## src/rtl/alu_sweep_pkg.sv

```systemverilog
// Shared types and constants for the ALU opcode-sweep initiator.
//   state_e : sweep FSM states
//   DATA_W  : ALU operand/result width
//   CTRL_W  : ALU opcode width
//   OP_LAST : final opcode of a sweep
//   SIG_W   : width of the optional result signature
package alu_sweep_pkg;

  localparam int unsigned DATA_W = 8;
  localparam int unsigned CTRL_W = 4;
  localparam int unsigned SIG_W  = 16;

  localparam logic [CTRL_W-1:0] OP_LAST = 4'hF;

  typedef enum logic [1:0] {
    StIdle,
    StSettle,
    StHold
  } state_e;

endpackage

```

## src/rtl/alu_sweep_sig.sv

```systemverilog
// Result signature register for the ALU sweep initiator.
// Rotate-left-by-one and XOR in {carry, data} for every accepted result.
// Ports:
//   i_clk, i_rst_n : clock, synchronous active-low reset
//   i_clear        : clear the signature (accepted start)
//   i_update       : fold the current result into the signature
//   i_data         : result data being accepted
//   i_carry        : result carry being accepted
//   o_sig          : current signature
module alu_sweep_sig
  import alu_sweep_pkg::*;
(
  input  logic              i_clk,
  input  logic              i_rst_n,
  input  logic              i_clear,
  input  logic              i_update,
  input  logic [DATA_W-1:0] i_data,
  input  logic              i_carry,
  output logic [SIG_W-1:0]  o_sig
);

  logic [SIG_W-1:0] r_sig;

  always_ff @(posedge i_clk) begin
    if (!i_rst_n) begin
      r_sig <= '0;
    end else if (i_clear) begin
      r_sig <= '0;
    end else if (i_update) begin
      r_sig <= {r_sig[SIG_W-2:0], r_sig[SIG_W-1]} ^ {7'b0, i_carry, i_data};
    end
  end

  assign o_sig = r_sig;

endmodule

```

## src/rtl/alu_sweep_driver.sv

```systemverilog
// ALU opcode-sweep initiator. Latches an operand pair on start, drives all 16
// opcodes in ascending order, samples the ALU after SETTLE_CYCLES and returns
// each result over a valid/ready stream.
// Optional feature: define ALU_SWEEP_SIGNATURE_EN to add the o_sig output.
// Ports:
//   i_clk, i_rst_n         : clock, synchronous active-low reset
//   i_start, i_abort       : launch a sweep / cancel an active sweep
//   i_a_in, i_b_in         : operands, latched on accepted start
//   i_alu_out, i_alu_carry : ALU result
//   o_alu_a/b/ctrl         : registered ALU inputs
//   o_res_valid/i_res_ready: result stream handshake
//   o_res_op/data/carry    : result payload
//   o_busy, o_done         : sweep in progress / final result accepted pulse
//   o_sig                  : result signature (ALU_SWEEP_SIGNATURE_EN only)
module alu_sweep_driver
  import alu_sweep_pkg::*;
#(
  parameter int unsigned SETTLE_CYCLES = 1
) (
  input  logic              i_clk,
  input  logic              i_rst_n,
  input  logic              i_start,
  input  logic              i_abort,
  input  logic [DATA_W-1:0] i_a_in,
  input  logic [DATA_W-1:0] i_b_in,
  input  logic [DATA_W-1:0] i_alu_out,
  input  logic              i_alu_carry,
  output logic [DATA_W-1:0] o_alu_a,
  output logic [DATA_W-1:0] o_alu_b,
  output logic [CTRL_W-1:0] o_alu_ctrl,
  output logic              o_res_valid,
  input  logic              i_res_ready,
  output logic [CTRL_W-1:0] o_res_op,
  output logic [DATA_W-1:0] o_res_data,
  output logic              o_res_carry,
  output logic              o_busy,
  output logic              o_done
`ifdef ALU_SWEEP_SIGNATURE_EN
  ,
  output logic [SIG_W-1:0]  o_sig
`endif
);

  localparam int unsigned CntW = $clog2(SETTLE_CYCLES + 1);
  localparam logic [CntW-1:0] CntLast = CntW'(SETTLE_CYCLES - 1);

  if (SETTLE_CYCLES == 0) begin : g_bad_settle
    $error("SETTLE_CYCLES must be at least 1");
  end

  state_e            r_state;
  logic [CntW-1:0]   r_cnt;
  logic [DATA_W-1:0] r_alu_a;
  logic [DATA_W-1:0] r_alu_b;
  logic [CTRL_W-1:0] r_alu_ctrl;
  logic              r_res_valid;
  logic [CTRL_W-1:0] r_res_op;
  logic [DATA_W-1:0] r_res_data;
  logic              r_res_carry;
  logic              r_busy;
  logic              r_done;

  always_ff @(posedge i_clk) begin
    if (!i_rst_n) begin
      r_state     <= StIdle;
      r_cnt       <= '0;
      r_alu_a     <= '0;
      r_alu_b     <= '0;
      r_alu_ctrl  <= '0;
      r_res_valid <= 1'b0;
      r_res_op    <= '0;
      r_res_data  <= '0;
      r_res_carry <= 1'b0;
      r_busy      <= 1'b0;
      r_done      <= 1'b0;
    end else begin
      r_done <= 1'b0;
      unique case (r_state)
        StIdle: begin
          // start wins over a simultaneous abort; abort alone is a no-op here
          if (i_start) begin
            r_alu_a    <= i_a_in;
            r_alu_b    <= i_b_in;
            r_alu_ctrl <= '0;
            r_cnt      <= '0;
            r_busy     <= 1'b1;
            r_state    <= StSettle;
          end
        end
        StSettle: begin
          if (i_abort) begin
            r_busy  <= 1'b0;
            r_state <= StIdle;
          end else if (r_cnt == CntLast) begin
            r_res_data  <= i_alu_out;
            r_res_carry <= i_alu_carry;
            r_res_op    <= r_alu_ctrl;
            r_res_valid <= 1'b1;
            r_state     <= StHold;
          end else begin
            r_cnt <= r_cnt + 1'b1;
          end
        end
        StHold: begin
          // abort beats a same-cycle handshake: the pending result is dropped
          if (i_abort) begin
            r_res_valid <= 1'b0;
            r_busy      <= 1'b0;
            r_state     <= StIdle;
          end else if (i_res_ready) begin
            r_res_valid <= 1'b0;
            if (r_alu_ctrl == OP_LAST) begin
              r_busy  <= 1'b0;
              r_done  <= 1'b1;
              r_state <= StIdle;
            end else begin
              r_alu_ctrl <= r_alu_ctrl + 1'b1;
              r_cnt      <= '0;
              r_state    <= StSettle;
            end
          end
        end
        default: r_state <= StIdle;
      endcase
    end
  end

  assign o_alu_a     = r_alu_a;
  assign o_alu_b     = r_alu_b;
  assign o_alu_ctrl  = r_alu_ctrl;
  assign o_res_valid = r_res_valid;
  assign o_res_op    = r_res_op;
  assign o_res_data  = r_res_data;
  assign o_res_carry = r_res_carry;
  assign o_busy      = r_busy;
  assign o_done      = r_done;

`ifdef ALU_SWEEP_SIGNATURE_EN
  logic w_sig_clear;
  logic w_sig_update;

  assign w_sig_clear  = (r_state == StIdle) && i_start;
  assign w_sig_update = (r_state == StHold) && i_res_ready && !i_abort;

  alu_sweep_sig u_sig (
    .i_clk    (i_clk),
    .i_rst_n  (i_rst_n),
    .i_clear  (w_sig_clear),
    .i_update (w_sig_update),
    .i_data   (r_res_data),
    .i_carry  (r_res_carry),
    .o_sig    (o_sig)
  );
`endif

endmodule

```

## config.mk

```make
export PLATFORM = sky130hd
export DESIGN_NAME = alu_sweep_driver
export DESIGN_NICKNAME = d
export VERILOG_FILES = /design/src/rtl/alu_sweep_pkg.sv /design/src/rtl/alu_sweep_sig.sv /design/src/rtl/alu_sweep_driver.sv
export SDC_FILE = /design/constraint.sdc
export NUM_CORES = 1
export LEC_CHECK = 0
export ABC_AREA = 1
export BUFFER_PORTS_ARGS = -buffer_cell sky130_fd_sc_hd__buf_2
export CAP_MARGIN = 25
export CORE_AREA = 2 2 60 62
export DETAILED_ROUTE_END_ITERATION = 8
export DIE_AREA = 0 0 62 64
export GPL_TIMING_DRIVEN = 0
export PLACE_DENSITY_LB_ADDON = 0.05
export RECOVER_POWER = 25
export SYNTH_ARGS = -nofsm -noshare
export SYNTH_HDL_FRONTEND = slang
export SYNTH_SLANG_ARGS = --single-unit
```

## constraint.sdc

```tcl
create_clock -name i_clk -period 4.1 [get_ports i_clk]
set_clock_uncertainty 0.1 [all_clocks]
set_input_delay 0.82 -clock i_clk [delete_from_list [all_inputs] [get_ports i_clk]]
set_output_delay 0.82 -clock i_clk [all_outputs]
set_load 0.005 [all_outputs]
```

==> results.cfg <==
[setup_path]
worst_setup_path_start_kind = flip-flop
critical_path_arrival_ns = 1.00
path_class = flip-flop to primary output
timing.critical_path.cells = buf_2
critPathBufInv = 1
timing.reg2reg.worst_path_depth = 9
master_of_the_slowest_instance_on_the_critical_path = dfxtp_1
rrSetupSlack_ns = 2.35
crit_path_max_incr_delay_ns = 0.48
path_depth = 1
crit_start = o_alu_ctrl[2]$_SDFFE_PN0P_
timing.critical_path.fanout_max = 8
critical_path.endpoint_type = primary output
r2r-end = o_alu_ctrl[2]$_SDFFE_PN0P_
r2r_start = r_state[0]$_SDFFE_PN0P_
worstPathRequired_ns = 3.18
endpoint = o_alu_ctrl[2]
dominant_delay_contributor_by_cell_family_on_the_critical_path = flip-flops

[placement]
gp_congestion = 0.848
placement.io_buffers = 65
detailedPlacementHpwl_mm = 2.70

[final_layout]
ff_latch_area_um2 = 761
finish.net_count = 319
fillers = 344
most-common-layout-cells = 66 x nor2_1, 66 x buf_2, 38 x dfxtp_1, 31 x o21ai_0, 26 x nand2_1
antenna-diode-count = 0
area.growth.synth_to_final_pct = 28.3
drive_above_1_share_pct = 28.8
multiInputGateArea_um2 = 701

[power_and_ir_drop]
p_seq_share_pct = 49.8
power.internal_w = 0.000610
leakagePower_nw = 1.02
share_comb_of_total_power_pct = 20.3
pwr-share-clk_pct = 30.0
p_sw_w = 0.000245
power.density_cell_area_nw_per_um2 = 422
switching_share_pct = 28.6
irDropWorstVdd_uv = 289

[floorplanning]
die_area_um2 = 3970
starting_density_of_the_core_pct = 48.0
fp.dieH_um = 64
ios = 66
placementRows = 21
design.core.area_um2 = 3280
fp.dieW_um = 62

[timing]
final-setup-viol-count = 0
worst_slew_pin_slew_ns = 0.449
max_slew_margin_pct = 70.1
fin_worst_hold_slack_ns = 0.390
final.min_clock_period_ns = 1.92
timing.fmax_mhz = 521
final_min_period_over_clock_period_pct = 46.8
final_hold_viol_count = 0
setup-tns-final_ns = 0
unrepaired_setup_endpoints_after_global_routing = no
finalMaxSlewViolations = 0

[cts]
cts_max_path_buffers = 2
worst_skew_pair.late_latency_ns = 0.34
cts_hold_buffers = 0
clock_sink_count = 38
cts_setup_buffers = 0
clk_pin_slew_ns = 0.11
cts_made_buffers = 5
tritoncts = built
post_cts_resize_count = 0
clock_tree.root_cell = clkbuf_4
cts-htree-levels = 2

[drt]
drt_first_iter_violations = 45
routed-via-count = 1547
drt-total-wl_mm = 3.56
ant_nets = 0
detail_route.vias_per_cell = 4.67
wire_per_inst_um = 10.7
remaining_drc_errors = 0
detail_route.first_pass.iterations = 4

[global_route]
grt_start_max_net_pins = 14
grtUsageTotal_pct = 19.8
grt_pass1_wl_mm = 5.79
initial_antenna_violation_count = 0
first_global_vias = 1377
grt.overflow.total = 0

[logic_synthesis]
synth_top_cell_by_area = dfxtp_1
yosys.area_share.xor_xnor_pct = 0
synth_top_cells_by_area = dfxtp_1 48%, nor2_1 16%, o21ai_0 9.8%
synth_sequential_area_ratio_pct = 48.2
synth_seq_cells = 38
ys.warnings.count = 0
post_synth.cell_area_avg_um2 = 7.44
netlist_instances = 212
mappedNetlistNets = 247
synth-compound-area-share_pct = 11.7
synth.mux.area_fraction_pct = 0
synth_top_family_by_area = simple AND/OR/NAND/NOR gates
post_synth_and_or_nand_nor_area_fraction_pct = 28.9
mappedNetlistArea_um2 = 1580
arithmetic_cell_share_of_the_synthesized_area_counting_full_adders_half_adders_and_majority_gates_pct = 3.97
synthDominantCellAreaShare_pct = 48.2
yosys.cell_types.count = 21

[status]
run_status = finished, final reports clean

[hold_path]
worstHoldPathType = flip-flop to flip-flop
hold_depth = 2

[flow_run]
max-cap-violations = 0
worst min-delay path by stage:
stage                                          start                          to  slack [ns]
after floorplan              r_state[1]$_SDFFE_PN0P_     r_state[1]$_SDFFE_PN0P_        0.38
after global placement       o_alu_a[6]$_SDFFE_PN0P_     o_alu_a[6]$_SDFFE_PN0P_        0.36
after detailed placement     o_alu_b[3]$_SDFFE_PN0P_     o_alu_b[3]$_SDFFE_PN0P_        0.37
after CTS                    o_alu_a[0]$_SDFFE_PN0P_     o_alu_a[0]$_SDFFE_PN0P_        0.39
after global routing      o_res_data[1]$_SDFFE_PN0P_  o_res_data[1]$_SDFFE_PN0P_        0.41
final                     o_res_data[1]$_SDFFE_PN0P_  o_res_data[1]$_SDFFE_PN0P_        0.39
routing by layer:
| layer | share of wire, % | GRT usage [%] | vias up |
|---|---|---|---|
| li1 | - | - | 816 |
| met1 | 44 | 21.3 | 681 |
| met2 | 47 | 33.6 | 42 |
| met3 | 6.9 | 7.89 | 8 |
| met4 | 2.0 | 7.45 | 0 |
| met5 | 0 | 0 | - |
Yosys cell counts:
| master | n |
|---|---|
| nand2_2 | 2 |
| nor4_1 | 1 |
| nor2_1 | 66 |
| inv_2 | 2 |
| nand2_1 | 25 |
| nand4_1 | 1 |
| ha_1 | 5 |
| nor3_1 | 1 |
| nand3_1 | 7 |
| and3_1 | 1 |
| o21ai_0 | 31 |
| buf_2 | 2 |
| nor2_4 | 2 |
| buf_4 | 1 |
| nand3_2 | 2 |
| dfxtp_1 | 38 |
| clkbuf_1 | 3 |
| buf_6 | 2 |
| inv_4 | 1 |
| a21oi_1 | 6 |
| inv_1 | 13 |
cells by family after synthesis:
| kind of cell | after synthesis |
|---|---|
| and+or+nand+nor | 108 |
| DFF | 38 |
| AOI/OAI and AO/OA | 37 |
| buffers and inverters | 24 |
| adders and majority gates | 5 |
metrics by stage:
| step | util, % | instances | setup slack (ns) | area, µm² | power, W |
|---|---|---|---|---|---|
| 2_1_floorplan | - | 212 | 2.56 | 1580 | 0.000542 |
| 3_3_place_gp | 59.7 | 323 | 2.21 | 1960 | 0.000611 |
| 3_5_place_dp | 59.7 | 323 | 2.21 | 1960 | 0.000613 |
| 4_1_cts | 62.2 | 331 | 2.17 | 2040 | 0.000868 |
| 5_1_grt | 61.6 | 331 | 2.13 | 2020 | 0.000915 |
| 6_report | 61.6 | 331 | 2.18 | 2020 | 0.000855 |
layout make-up:
| cell class | count | area share, % |
|---|---|---|
| plain buffers | 8 | 1.79 |
| clock buffers | 5 | 1.85 |
| clock inverters | 3 | 2.22 |
| inverters | 16 | 3.09 |
| multi-input cells | 150 | 34.6 |
| flip-flops and latches | 38 | 37.6 |
| well taps | 46 | 2.84 |
| repair buffers | 65 | 16.0 |
worst min-delay path: cells and delay by family (launching register included):
family | cells | cell delay, ns
DFF | 1 | 0.32
and+or+nand+nor | 2 | 0.14
flip-flops by register name, indices dropped and copies added, names as in the netlist:
register,cells
o_alu_a,8
o_alu_b,8
o_res_data,8
o_alu_ctrl,4
o_res_op,4
r_state,2
o_busy,1
o_done,1
o_res_carry,1
o_res_valid,1
power by group through the flow:
stage	clock, W	sequential, W	combinational (W)
after floorplan	0	0.000437	0.000105
after global placement	0	0.000433	0.000178
after detailed placement	0	0.000434	0.000178
after CTS	0.000263	0.000426	0.000179
after global routing	0.000280	0.000431	0.000203
final	0.000256	0.000425	0.000173
No activity file was read; power rests on OpenSTA's default activity.
